$ cat config.mk
export PLATFORM = sky130hd
export DESIGN_NAME = shared_reg_arbiter_flat
export DESIGN_NICKNAME = d
export VERILOG_FILES = /design/src/rtl/shared_reg_arbiter_pkg.sv /design/src/rtl/shared_reg_arbiter_if.sv /design/src/rtl/shared_reg_arbiter_pick.sv /design/src/rtl/shared_reg_arbiter.sv /design/src/flat_wrapper.sv
export SDC_FILE = /design/constraint.sdc
export NUM_CORES = 1
export LEC_CHECK = 0
export BUFFER_PORTS_ARGS = -buffer_cell sky130_fd_sc_hd__buf_2
export CAP_MARGIN = 25
export CORE_MARGIN = 5
export CORE_UTILIZATION = 53
export CTS_BUF_LIST = sky130_fd_sc_hd__clkbuf_2
export CTS_CLUSTER_SIZE = 24
export DETAILED_ROUTE_END_ITERATION = 8
export GPL_TIMING_DRIVEN = 0
export PLACE_DENSITY = 0.91
export SYNTH_ARGS = -nofsm -noshare
export SYNTH_HDL_FRONTEND = slang
export SYNTH_SLANG_ARGS = --single-unit
$ cat constraint.sdc
create_clock -name clk -period 3.6 [get_ports clk]
set_input_delay 0.36 -clock clk [delete_from_list [all_inputs] [get_ports clk]]
set_output_delay 0.36 -clock clk [all_outputs]
set_load 0.1 [all_outputs]
$ cat src/rtl/shared_reg_arbiter_pkg.sv
// Shared types and constants for the shared-register write arbiter.
package shared_reg_arbiter_pkg;

  typedef enum logic {IDLE, GRANT} state_t;

  localparam int DEF_MAX_BURST = 4;

  // Bits needed to hold an index in 0..n-1 (at least 1).
  function automatic int idx_w(input int n);
    int w;
    w = 1;
    while ((1 << w) < n) w++;
    return w;
  endfunction

endpackage

$ cat src/rtl/shared_reg_arbiter_if.sv
// Requester-side bus of the shared-register arbiter.
interface shared_reg_arbiter_if
  import shared_reg_arbiter_pkg::*;
#(
  parameter int N_REQ = 4,
  parameter int WIDTH = 8
);
  localparam int IW = idx_w(N_REQ);

  logic [N_REQ-1:0]       req;
  logic [N_REQ-1:0]       lock;
  logic [N_REQ*WIDTH-1:0] wdata;
  logic [N_REQ-1:0]       gnt;
  logic                   ack;
  logic [WIDTH-1:0]       q;
  logic [IW-1:0]          owner;
  logic                   busy;

  modport master (output req, lock, wdata, input gnt, ack, q, owner, busy);
  modport slave  (input req, lock, wdata, output gnt, ack, q, owner, busy);
endinterface

$ cat src/rtl/shared_reg_arbiter_pick.sv
// Round-robin pick: first set request at or above ptr, wrapping.
module rr_pick #(
  parameter int N  = 4,
  parameter int IW = 2
) (
  input  logic [N-1:0]  req,
  input  logic [IW-1:0] ptr,
  output logic [N-1:0]  pick,
  output logic [IW-1:0] idx
);
  logic [2*N-1:0] masked;
  logic           found;

  // Mask the doubled vector below ptr, so the upper copy supplies the wrap.
  always_comb begin
    masked = {req, req} & ({(2*N){1'b1}} << ptr);
    found  = 1'b0;
    idx    = '0;
    for (int i = 0; i < 2*N; i++) begin
      if (masked[i] && !found) begin
        found = 1'b1;
        idx   = IW'(i % N);
      end
    end
    pick = {{(N-1){1'b0}}, |req} << idx;
  end
endmodule

$ cat src/rtl/shared_reg_arbiter.sv
// Round-robin arbiter granting one writer at a time to a shared register,
// with optional locked bursts capped at MAX_BURST writes.
module shared_reg_arbiter
  import shared_reg_arbiter_pkg::*;
#(
  parameter int N_REQ     = 4,
  parameter int WIDTH     = 8,
  parameter int MAX_BURST = DEF_MAX_BURST
) (
  input  logic clk,
  input  logic rst_n,
  shared_reg_arbiter_if.slave bus
);
  localparam int IW = idx_w(N_REQ);
  localparam int BW = idx_w(MAX_BURST + 1);

  state_t            state, state_nx;
  logic [IW-1:0]     ptr, cur, owner_r, pick_idx, ptr_nx;
  logic [N_REQ-1:0]  gnt_r, pick;
  logic [BW-1:0]     bcnt;
  logic [WIDTH-1:0]  q_r, wsel;
  logic              ack_r, wr_en, stay;

  rr_pick #(.N(N_REQ), .IW(IW)) u_pick (
    .req  (bus.req),
    .ptr  (ptr),
    .pick (pick),
    .idx  (pick_idx)
  );

  // Granted requester's data slice and burst-continuation decision.
  always_comb begin
    wsel = '0;
    for (int i = 0; i < N_REQ; i++)
      if (cur == IW'(i)) wsel = bus.wdata[i*WIDTH +: WIDTH];
    wr_en  = (state == GRANT) && bus.req[cur];
    stay   = wr_en && bus.lock[cur] && (32'(bcnt) + 1 < MAX_BURST);
    ptr_nx = (cur == IW'(N_REQ-1)) ? '0 : cur + IW'(1);
  end

  // Next-state logic.
  always_comb begin
    state_nx = state;
    case (state)
      IDLE:    if (|bus.req) state_nx = GRANT;
      GRANT:   if (!stay)    state_nx = IDLE;
      default: state_nx = IDLE;
    endcase
  end

  // State register.
  always_ff @(posedge clk or negedge rst_n)
    if (!rst_n) state <= IDLE;
    else        state <= state_nx;

  // Grant, pointer and burst bookkeeping; ack pulses once per committed write.
  always_ff @(posedge clk or negedge rst_n) begin
    if (!rst_n) begin
      gnt_r   <= '0;
      cur     <= '0;
      ptr     <= '0;
      bcnt    <= '0;
      ack_r   <= 1'b0;
      owner_r <= '0;
    end else begin
      ack_r <= wr_en;
      if (state == IDLE) begin
        if (|bus.req) begin
          gnt_r <= pick;
          cur   <= pick_idx;
          bcnt  <= '0;
        end
      end else begin
        if (wr_en) begin
          owner_r <= cur;
          bcnt    <= bcnt + BW'(1);
        end
        if (!stay) begin
          gnt_r <= '0;
          ptr   <= ptr_nx;
        end
      end
    end
  end

  // The shared storage register, written only on a granted commit.
  always_ff @(posedge clk or negedge rst_n)
    if (!rst_n)     q_r <= '0;
    else if (wr_en) q_r <= wsel;

  assign bus.gnt   = gnt_r;
  assign bus.ack   = ack_r;
  assign bus.q     = q_r;
  assign bus.owner = owner_r;
  assign bus.busy  = (state != IDLE);
endmodule

$ cat src/flat_wrapper.sv
// flat-port wrapper written by rule: the top's interface ports become plain ports
module shared_reg_arbiter_flat import shared_reg_arbiter_pkg::*;
#(
  parameter int N_REQ     = 4,
  parameter int WIDTH     = 8,
  parameter int MAX_BURST = DEF_MAX_BURST
)
  (clk, rst_n, bus_req, bus_lock, bus_wdata, bus_gnt, bus_ack, bus_q, bus_owner, bus_busy);
  shared_reg_arbiter_if #(.N_REQ(N_REQ), .WIDTH(WIDTH)) bus_i ();
  input  logic clk;
  input  logic rst_n;
  input wire logic [$bits(bus_i.req)-1:0] bus_req;
  input wire logic [$bits(bus_i.lock)-1:0] bus_lock;
  input wire logic [$bits(bus_i.wdata)-1:0] bus_wdata;
  output wire logic [$bits(bus_i.gnt)-1:0] bus_gnt;
  output wire logic [$bits(bus_i.ack)-1:0] bus_ack;
  output wire logic [$bits(bus_i.q)-1:0] bus_q;
  output wire logic [$bits(bus_i.owner)-1:0] bus_owner;
  output wire logic [$bits(bus_i.busy)-1:0] bus_busy;
  assign bus_i.req = bus_req;
  assign bus_i.lock = bus_lock;
  assign bus_i.wdata = bus_wdata;
  assign bus_gnt = bus_i.gnt;
  assign bus_ack = bus_i.ack;
  assign bus_q = bus_i.q;
  assign bus_owner = bus_i.owner;
  assign bus_busy = bus_i.busy;
  shared_reg_arbiter #(.N_REQ(N_REQ), .WIDTH(WIDTH), .MAX_BURST(MAX_BURST)) u_core (.clk(clk), .rst_n(rst_n), .bus(bus_i));
endmodule
## Word-level counts from Yosys, hierarchy flattened

Index checks and enable logic that the tools add are counted.

- Eq/ne operators: 5
- Shifts and indexed selects: 2
- $add $sub $neg: 3
- Reductions and logical operators: 25
- Muxes and demuxes: 32
- $lt $le $gt $ge: 2
- Bitwise operators: 3

Operators with widths:

| cell | number |
|---|---|
| $lt A32 B3 Y1 const B | 1 |
| $mux W8 | 4 |
| $mux W2 | 7 |
| $mux W1 | 12 |
| $mux W4 | 3 |
| $logic_and A1 B1 Y1 | 10 |
| $reduce_and A2 Y1 | 5 |
| $mux W3 | 3 |
| $and A8 B8 Y8 | 1 |
| $shl A8 B2 Y8 const A | 1 |
| $logic_not A1 Y1 | 7 |
| $add A3 B1 Y4 const B | 1 |
| $bmux W1 S2 | 2 |
| $eq A2 B2 Y1 const B | 2 |
| $ne A2 B2 Y1 const B | 2 |
| $reduce_or A4 Y1 | 1 |
| $shl A1 B2 Y4 | 1 |
| $add A3 B1 Y3 const B | 1 |
| $lt A2 B3 Y1 const B | 1 |
| $add A2 B1 Y2 const B | 1 |
| $eq A2 B1 Y1 const B | 1 |
| $logic_not A2 Y1 | 1 |
| $not A1 Y1 | 2 |
| $pmux W1 S2 | 1 |
| $reduce_bool A2 Y1 | 1 |

- Logic and storage cells: 80
- Register bits: 23
- Output and inout port bits: 16
- Input bits: 42

## Logic depth before layout (Yosys ltp)

Gate-level depths: netlist of run 1.

- Depth in word-level cells: 27
- Depth in mapped cells: 7
- Mapped depth without buffers: 6

## Cells and area by module

Synthesis of run 1 repeated with hierarchy kept, for this count alone.

- Cell total of the unflattened synthesis: 159
- Area, all modules: 1452.6 µm²

Modules (own cells, without submodules):

| module | cells each | times used | area an instance (µm²) | sequential area each (µm²) |
|---|---|---|---|---|
| shared_reg_arbiter | 128 | 1 | 1255.0 | 575.6 |
| rr_pick | 31 | 1 | 197.7 | 0.0 |

## Least setup slack after synthesis of run 1

No wires, ideal clock.

- Path type: reg-to-reg
- Start point: register u_core.state (netlist: u_core.bus.busy)
- End point: register u_core.ptr[0]
- Period minus slack after synthesis: 1.913 ns
- Cell stages (with the launch flop): 4
- Slack: 1.687 ns
- Data arrival time: 1.788 ns
- Data required time: 3.475 ns
- Path buffers: 0
- Library setup time: 0.125 ns
- Cells stage by stage: dfrtp_1 > inv_1 > a31oi_2 > mux2_2

- Word-level cells in the longest chain between the ends: 5

Ends and longest elaborated chain:

| item | RTL line | source |
|---|---|---|
| start: declaration | shared_reg_arbiter.sv:17 | `state_t state, state_nx;` |
| start signal: assignment | shared_reg_arbiter.sv:54 | `else state <= state_nx;` |
| $logic_and A1 B1 Y1 | shared_reg_arbiter.sv:36 | `wr_en = (state == GRANT) && bus.req[cur];` |
| $logic_and A1 B1 Y1 (2 in a row) | shared_reg_arbiter.sv:37 | `stay = wr_en && bus.lock[cur] && (32'(bcnt) + 1 < MAX_BURST);` |
| $not A1 Y1 (no source line) | - |  |
| $reduce_and A2 Y1 (no source line) (*) | - |  |
| end signal: assignment | shared_reg_arbiter.sv:80 | `ptr <= ptr_nx;` |
| end: declaration | shared_reg_arbiter.sv:18 | `logic [IW-1:0] ptr, cur, owner_r, pick_idx, ptr_nx;` |

Every way passes the cells marked *; elsewhere a longest branch is shown, timed or not.
A chain may end at the register's enable or synchronous reset.

## Worst setup path in the final report of run 1

- Start point: register u_core.cur[1]
- End point: register u_core.q_r[2] (netlist: u_core.bus.q[2])

- Word-level cells in the longest chain between the ends: 5
- Elaborated cells on any way between the ends: 11
- Classes of those cells: 3 x eq/ne; 6 x mux; 2 x reduce/logical

Ends and longest elaborated chain:

| item | RTL line | source |
|---|---|---|
| start: declaration | shared_reg_arbiter.sv:18 |  |
| start signal: assignment | shared_reg_arbiter.sv:70 | `cur <= pick_idx;` |
| $logic_not A2 Y1 | shared_reg_arbiter.sv:35 | `if (cur == IW'(i)) wsel = bus.wdata[i*WIDTH +: WIDTH];` |
| $mux W8 (4 in a row) | shared_reg_arbiter.sv:35 |  |
| end signal: assignment | shared_reg_arbiter.sv:89 | `else if (wr_en) q_r <= wsel;` |
| end: declaration | shared_reg_arbiter.sv:21 | `logic [WIDTH-1:0] q_r, wsel;` |

Parallel ways exist; a longest one is shown, timed or not. The select of a mux whose other input is x is not followed.

==> impl_metrics.ini, run 1 <==
[place]
io_buffers = 57
gp_congestion = 0.835
dp_hpwl_um = 2870

[yosys]
synth_common_cells = nand2_1 (24), dfrtp_1 (23), nor2b_1 (16)
synth_edf_count = 0
synthCells = 149
syn-cell-area_um2 = 1430
synth_top_cell_by_area = dfrtp_1
synthFlopType = dfrtp_1
synthTopCellsByArea = dfrtp_1 (40%), nor2b_1 (7.0%), nand2_1 (6.3%)
yosys_warnings = 0
yosys_register_bits = 23
synth.top_cell.area_share_pct = 40.4
seq_area_frac_synth_pct = 40.4
syn_area_per_cell_um2 = 9.57
synth_cell_types = 36
ys_async_sr_fraction_pct = 100
syn-num-nets = 196
yosysMostFrequentCell = nand2_1

[global_route]
grt_start_max_net_pins = 24
grt_first_pass_wirelength_um = 5640
overflow = 0
grt_pass1_vias = 1234
antenna_found_initial = 0
gr-usage-all-layers_pct = 20.3

[layout]
finish.utilization_pct = 70.5
n_antenna_cell = 0
finalNetCount = 259
area_growth_pct = 24.7
drive_gt1_share_pct = 36.5

[clocking]
clk_path_buf_depth = 2
cts_buffers = 3
clock-sinks = 23
worstSkewPairLatency_ns = 0.35
cts_max_level = 1
clockRootBuffer = clkbuf_2
tritoncts = built
cts.repair.resized = 0
clkTransAtPathRegs_ns = 0.22

[timing]
fin_crit_sh_pct = 56.2
worst_slew_pin_slew_ns = 0.497
skew_ns = 0.00476
hold_viol_final = 0
tns_ns = 0
rsz0062_at_grt = false
slew_viol_final = 0
max-slew-margin-rel_pct = 66.9
clock.fmax_ghz = 0.494
setup_viol = 0
fin_crit_ns = 2.02

[detailed_routing]
vias = 1349
wl_per_cell_um = 14.9
drc = 0
initialDrtViolationCount = 44
first_pass_iters = 4
ant_nets = 0
wirelength_um = 3590
viasPerCell = 5.60

[critical_path]
setup.worst_path.end_class = flip-flop
critical_path_class = flip-flop to flip-flop
crit_fanout = 10
cp_data_arrival_time_ns = 2.29
crit_required_ns = 3.87
start_kind = flip-flop

[die]
die-height_um = 61.9
die_w_um = 61.9
rows = 18
io_pins = 58
die_area_um2 = 3830
start_util_pct = 56.5
coreArea_um2 = 2520

[outcome]
status = complete, no violations

[run]
max_cap_viol_count = 0

[worst_hold_path]
hp-class = input port to flip-flop
[registers in the layout, summed over array words and instances, names as in the netlist]
| register | flops |
|---|---|
| u_core.bcnt | 3 |
| u_core.bus.ack | 1 |
| u_core.bus.busy | 1 |
| u_core.bus.gnt | 4 |
| u_core.bus.owner | 2 |
| u_core.bus.q | 8 |
| u_core.cur | 2 |
| u_core.ptr | 2 |
[stage by stage]
stage	hold slack, ns	setup slack, ns	std cells	area, µm²
after floorplan	0.0644	1.69	149	1430
after global placement	0.351	1.64	236	1750
after detailed placement	0.353	1.65	236	1750
after CTS	0.332	1.62	241	1780
after global routing	0.324	1.43	241	1780
final	0.342	1.58	241	1780
[cells by family after synthesis]
kind of cell	share of synthesized area, %
simple gates	19.8
compound gates	23.7
fa+ha+maj	4.39
mux	7.19
flops	40.4
buf+inv	4.56
[per-layer routing]
layer	track usage, %	wire (µm)	part of all wire (%)	vias to the layer above
met2	35.3	1840	51	45
met3	4.96	229	6.4	6
met1	25.3	1460	41	639
met4	5.45	56	1.6	0
li1	-	-	-	659
met5	0	0	0	-
[placed cells by master, fill, tap and decap left out, types with 2 or more instances in the layout]
cell      instances
buf_2            59
nand2_1          24
dfrtp_1          23
nor2b_1          16
o21ai_0          15
a221oi_1          9
inv_1             8
o31a_1            8
ha_1              5
clkbuf_1          4
o22ai_1           4
nand3_1           3
clkbuf_2          3
mux4_2            2
nor2_1            2
a21oi_1           2
mux2i_1           2
[final timing paths]
| check | depth (start not counted) | slack (ns) | end | from |
|---|---|---|---|---|
| worst max-delay path | 7 | 1.58 | u_core.bus.q[2] | u_core.cur[1] |
| worst max register to register | 7 | 1.58 | u_core.bus.q[2] | u_core.cur[1] |
| worst min register to register | 2 | 0.50 | u_core.bus.q[2] | u_core.bus.q[2] |
| min in group asynchronous | 2 | 0.47 | u_core.bus.q[6] | rst_n |
| max in group asynchronous | 2 | 2.79 | u_core.ptr[0] | rst_n |
| worst min-delay path | 4 | 0.34 | u_core.bus.q[2] | bus_wdata[26] |
[critical path: stages, from the launching register on]
cell and delay, ns:
dfrtp_1 0.51, inv_1 0.13, ha_1 0.32, clkbuf_1 0.38, nor2b_1 0.09, a221oi_1 0.29
o31a_1 0.15, o21ai_0 0.06
[layout make-up]
| type | instances | area [µm²] |
|---|---|---|
| multi-input cells | 110 | 786 |
| plain buffers | 7 | 28.8 |
| flip-flops and latches | 23 | 576 |
| inverters | 9 | 36.3 |
| clock buffers | 3 | 15.0 |
| clock inverters | 1 | 5.00 |
| repair buffers | 58 | 295 |
| fillers | 221 | 743 |
| well taps | 30 | 37.5 |
[what timing repair did]
action	CTS	global route
endpoints found under the hold margin	23	0
hold buffers	1	0
setup buffers	0	0
Power of run 1 is not shown: default switching activity piles up to over one toggle a cycle in this logic, so the estimate is an artifact.
==> inputs of run 2 (changes only) <==
- CORE_UTILIZATION: 53 -> 50
- PLACE_DENSITY: 0.91 -> 0.86
- clock period: 3.6 -> 2 ns (I/O delays scaled with it)
==> run 2 against run 1 <==
Core utilization fell by 5.3 points. Count of clock-buffer cells in the layout rose by 1. Non-clock buffer count did not move. Sequential cell count did not move. First-iteration DRC count fell by 6.8%. Via count fell by 1.5%. Final cell count rose by 0.41%. Clock skew fell by 0.0011 ns. Critical path depth fell by 4. Die area rose by 5.0%. Largest cell class unchanged. Highest routed layer unchanged.
==> impl_metrics.ini, run 2 (synthesized netlist as in run 1, its figures left out) <==
[detailed_routing]
wl_per_cell_um = 14.6
vias = 1329
viasPerCell = 5.49
first_pass_iters = 4
wirelength_um = 3540
drc = 0
ant_nets = 0
initialDrtViolationCount = 41

[place]
dp_hpwl_um = 2830
gp_congestion = 0.820
io_buffers = 57

[timing]
worst_slew_pin_slew_ns = 0.503
fin_crit_sh_pct = 92.5
fin_crit_ns = 1.85
slew_viol_final = 0
rsz0062_at_grt = false
skew_ns = 0.00367
setup_viol = 0
hold_viol_final = 0
tns_ns = 0
clock.fmax_ghz = 0.541
max-slew-margin-rel_pct = 66.5

[critical_path]
crit_required_ns = 2.23
cp_data_arrival_time_ns = 2.08
start_kind = flip-flop
crit_family = multiplexers
setup.worst_path.end_class = flip-flop
critPathMaxStageDelay_ns = 0.61
worst-path-buf-inv = 0
crit_chain = mux4_2 -> a31oi_2 -> mux2_1
critical_path_class = flip-flop to flip-flop
crit_fanout = 6
worst_path_max_delay_cell = mux4_2

[die]
io_pins = 58
die-height_um = 63.4
die_area_um2 = 4020
die_w_um = 63.4
coreArea_um2 = 2730
start_util_pct = 52.2
rows = 19

[clocking]
clk_path_buf_depth = 2
clock-sinks = 23
tritoncts = built
worstSkewPairLatency_ns = 0.32
clkTransAtPathRegs_ns = 0.20
cts_max_level = 1
cts_buffers = 3
cts_setup_buffers = 0
clockRootBuffer = clkbuf_2

[global_route]
met3_usage_pct = 4.26
overflow = 0
use_met1_pct = 22.2
grt_pass1_vias = 1307
grt_start_max_net_pins = 24
global_route.usage.met2_pct = 31.6
grt_first_pass_wirelength_um = 5940
antenna_found_initial = 0
gr-usage-all-layers_pct = 17.8
grt.busiest_layer = met2

[layout]
regArea_um2 = 576
area_growth_pct = 25.1
finalNetCount = 259
multiInputGateArea_um2 = 786
final_common_cell = buf_2
final_cell_mix = buf_2 (59), nand2_1 (24), dfrtp_1 (23), nor2b_1 (16), o21ai_0 (15)
n_antenna_cell = 0
largest_reg_flops = 8
drive_gt1_share_pct = 37.9
fillCellCount = 237

[outcome]
status = complete, no violations

[worst_hold_path]
hp-class = input port to flip-flop

[run]
max_cap_viol_count = 0
run 2: changes by cell type in the layout (fill, tap and decap cells not counted), sizes merged:
cell    previous run  this run
buf               60        59
clkinv             1         0
clkbuf             7         9
run 2: cell type report:
class                      instances  share of cell area, %
buffer                             7                   1.82
clock buffer                       4                   1.12
inverter                           9                   2.03
multi-input combinational        110                   44.0
sequential                        23                   32.3
tap                               31                   2.17
timing repair buffer              58                   16.5
run 2: worst min-delay path, delay by kind of cell:
family | cells | cell delay (ns)
compound gates | 2 | 0.17
buf+inv | 1 | 0.09
simple gates | 1 | 0.05
run 2: metal layers:
layer / routed length (µm) / vias up / part of all wire, %
li1: - / 662 / -
met4: 4 / 0 / 0.11
met1: 1470 / 648 / 42
met5: 0 / - / 0
met2: 1950 / 17 / 55
met3: 110 / 2 / 3.1
run 2: path summary, 6_finish.rpt:
kind                                      start              end  slack (ns)  cells past startpoint
worst max-delay path              u_core.cur[0]    u_core.ptr[1]        0.15                      3
worst min-delay path              bus_wdata[25]  u_core.bus.q[1]        0.20                      4
worst max register to register    u_core.cur[0]    u_core.ptr[1]        0.15                      3
worst min register to register  u_core.bus.q[6]  u_core.bus.q[6]        0.50                      2
max in group asynchronous                 rst_n    u_core.cur[0]        1.33                      2
min in group asynchronous                 rst_n   u_core.bus.ack        0.33                      2
run 2: repair_timing:
action	CTS	global route
endpoints found under the hold margin	23	0
hold buffers	1	0
setup endpoints to repair	0	9
gates resized for setup	0	5
run 2: stage by stage:
step / cells / hold WS (ns) / utilization, % / cell area, µm² / setup WS [ns]
2_1_floorplan: 149 / -0.0956 / - / 1430 / 0.0871
3_5_place_dp: 237 / 0.195 / 64.0 / 1750 / 0.0697
4_1_cts: 242 / 0.195 / 65.1 / 1780 / 0.0431
5_1_grt: 242 / 0.191 / 65.3 / 1780 / 0.0118
3_3_place_gp: 237 / 0.195 / 64.0 / 1750 / 0.0964
6_report: 242 / 0.204 / 65.3 / 1780 / 0.151
Power of run 2 is left out for the same reason.
==> inputs of run 3 (changes only) <==
- RECOVER_POWER: default -> 100
- SLEW_MARGIN: default -> 40
==> run 3 against run 2 <==
Via count increased by 1.4%. Die area stayed put. Wire length rose by 0.73%. Worst hold slack got worse by 0.0010 ns. Register-to-register slack barely moved. Final cell count is the same. Final area fell by 0.49%. Non-clock buffer count stayed put. Critical endpoint is now u_core.bus.q[2]. Sequential cell count did not move.
==> impl_metrics.ini, run 3 (synthesized netlist as in run 1, its figures left out) <==
[layout]
final_common_cell = buf_2
finalNetCount = 259
fillCellCount = 242
drive_gt1_share_pct = 36.5
largest_reg_flops = 8
final_cell_mix = buf_2 (40), clkbuf_2 (25), nand2_1 (24), dfrtp_1 (23), nor2b_1 (16)
multiInputGateArea_um2 = 778
regArea_um2 = 576
n_antenna_cell = 0
area_growth_pct = 24.5

[clocking]
cts_setup_buffers = 0
clockRootBuffer = clkbuf_2
clkTransAtPathRegs_ns = 0.20
tritoncts = built
clk_path_buf_depth = 2
cts_max_level = 1
worstSkewPairLatency_ns = 0.32
cts_buffers = 3
clock-sinks = 23

[die]
die_w_um = 63.4
rows = 19
start_util_pct = 52.2
die-height_um = 63.4
die_area_um2 = 4020
coreArea_um2 = 2730
io_pins = 58

[detailed_routing]
vias = 1348
viasPerCell = 5.57
first_pass_iters = 4
wirelength_um = 3560
drc = 0
wl_per_cell_um = 14.7
ant_nets = 0
initialDrtViolationCount = 37

[critical_path]
crit_chain = inv_1 -> ha_1 -> clkbuf_2 -> nor2b_1 -> a221oi_1 -> o31a_1 -> o21ai_0
critPathMaxStageDelay_ns = 0.50
start_kind = flip-flop
setup.worst_path.end_class = flip-flop
crit_required_ns = 2.24
cp_data_arrival_time_ns = 2.09
critical_path_class = flip-flop to flip-flop
crit_fanout = 10
worst_path_max_delay_cell = dfrtp_1

[timing]
layout_setup_ws_ns = 0.151
skew_ns = 0.00322
max-slew-margin-rel_pct = 19.4
hold_viol_final = 0
setup_viol = 0
rsz0062_at_grt = false
fin_crit_ns = 1.85
fin_crit_sh_pct = 92.5
clock.fmax_ghz = 0.541
holdWs_ns = 0.203
tns_ns = 0
slew_viol_final = 0
worst_slew_pin_slew_ns = 1.21

[place]
dp_slack_ns = 0.0697
dp_hpwl_um = 2830
io_buffers = 57
gp_congestion = 0.820

[global_route]
grt_start_max_net_pins = 24
grt_first_pass_wirelength_um = 5940
antenna_found_initial = 0
overflow = 0
gr-usage-all-layers_pct = 17.8
grt_pass1_vias = 1307

[run]
max_cap_viol_count = 0

[outcome]
status = complete, no violations

[worst_hold_path]
hp-class = input port to flip-flop
==> run 3: area by class of cell <==
type	instances	area share, %
clock buffers	4	1.13
multi-input cells	110	43.8
inverters	9	2.04
plain buffers	7	1.83
repair buffers	58	16.6
flip-flops and latches	23	32.4
well taps	31	2.18
==> run 3: layer usage <==
| layer | share of wire (%) | up-vias | GRT usage (%) |
|---|---|---|---|
| met2 | 55 | 22 | 31.6 |
| li1 | - | 661 | - |
| met3 | 3.7 | 2 | 4.26 |
| met5 | 0 | - | 0 |
| met1 | 42 | 663 | 22.2 |
| met4 | 0.11 | 0 | 2.34 |
==> run 3: worst max-delay path: cells and delay by family (launching register included) <==
kind / cells / cell delay [ns]
AND/OR/NAND/NOR: 1 / 0.08
adder cells (fa/ha/maj): 1 / 0.29
buffers and inverters: 2 / 0.40
flip-flops: 1 / 0.50
AO/OA/AOI/OAI: 3 / 0.49
==> run 3: timing repair <==
action                                 CTS  global route
endpoints found under the hold margin   23             0
hold buffers                             1             0
gates resized for setup                  0             5
setup endpoints to repair                0             9
==> run 3: final timing paths <==
| check | from | to | slack, ns | cells past startpoint |
|---|---|---|---|---|
| setup / recovery | u_core.cur[1] | u_core.bus.q[2] | 0.15 | 7 |
| hold / removal | bus_wdata[25] | u_core.bus.q[1] | 0.20 | 4 |
| setup reg to reg | u_core.cur[1] | u_core.bus.q[2] | 0.15 | 7 |
| hold reg to reg | u_core.bus.q[6] | u_core.bus.q[6] | 0.50 | 2 |
| max in group asynchronous | rst_n | u_core.cur[0] | 0.69 | 2 |
| min in group asynchronous | rst_n | u_core.bus.ack | 0.61 | 2 |
==> run 3: metrics by stage <==
stage | instances | utilization (%) | area [µm²]
after floorplan | 149 | - | 1430
after global placement | 237 | 64.0 | 1750
after detailed placement | 237 | 64.0 | 1750
after CTS | 242 | 65.1 | 1780
after global routing | 242 | 64.9 | 1780
final | 242 | 64.9 | 1780
Power of run 3 is left out for the same reason.
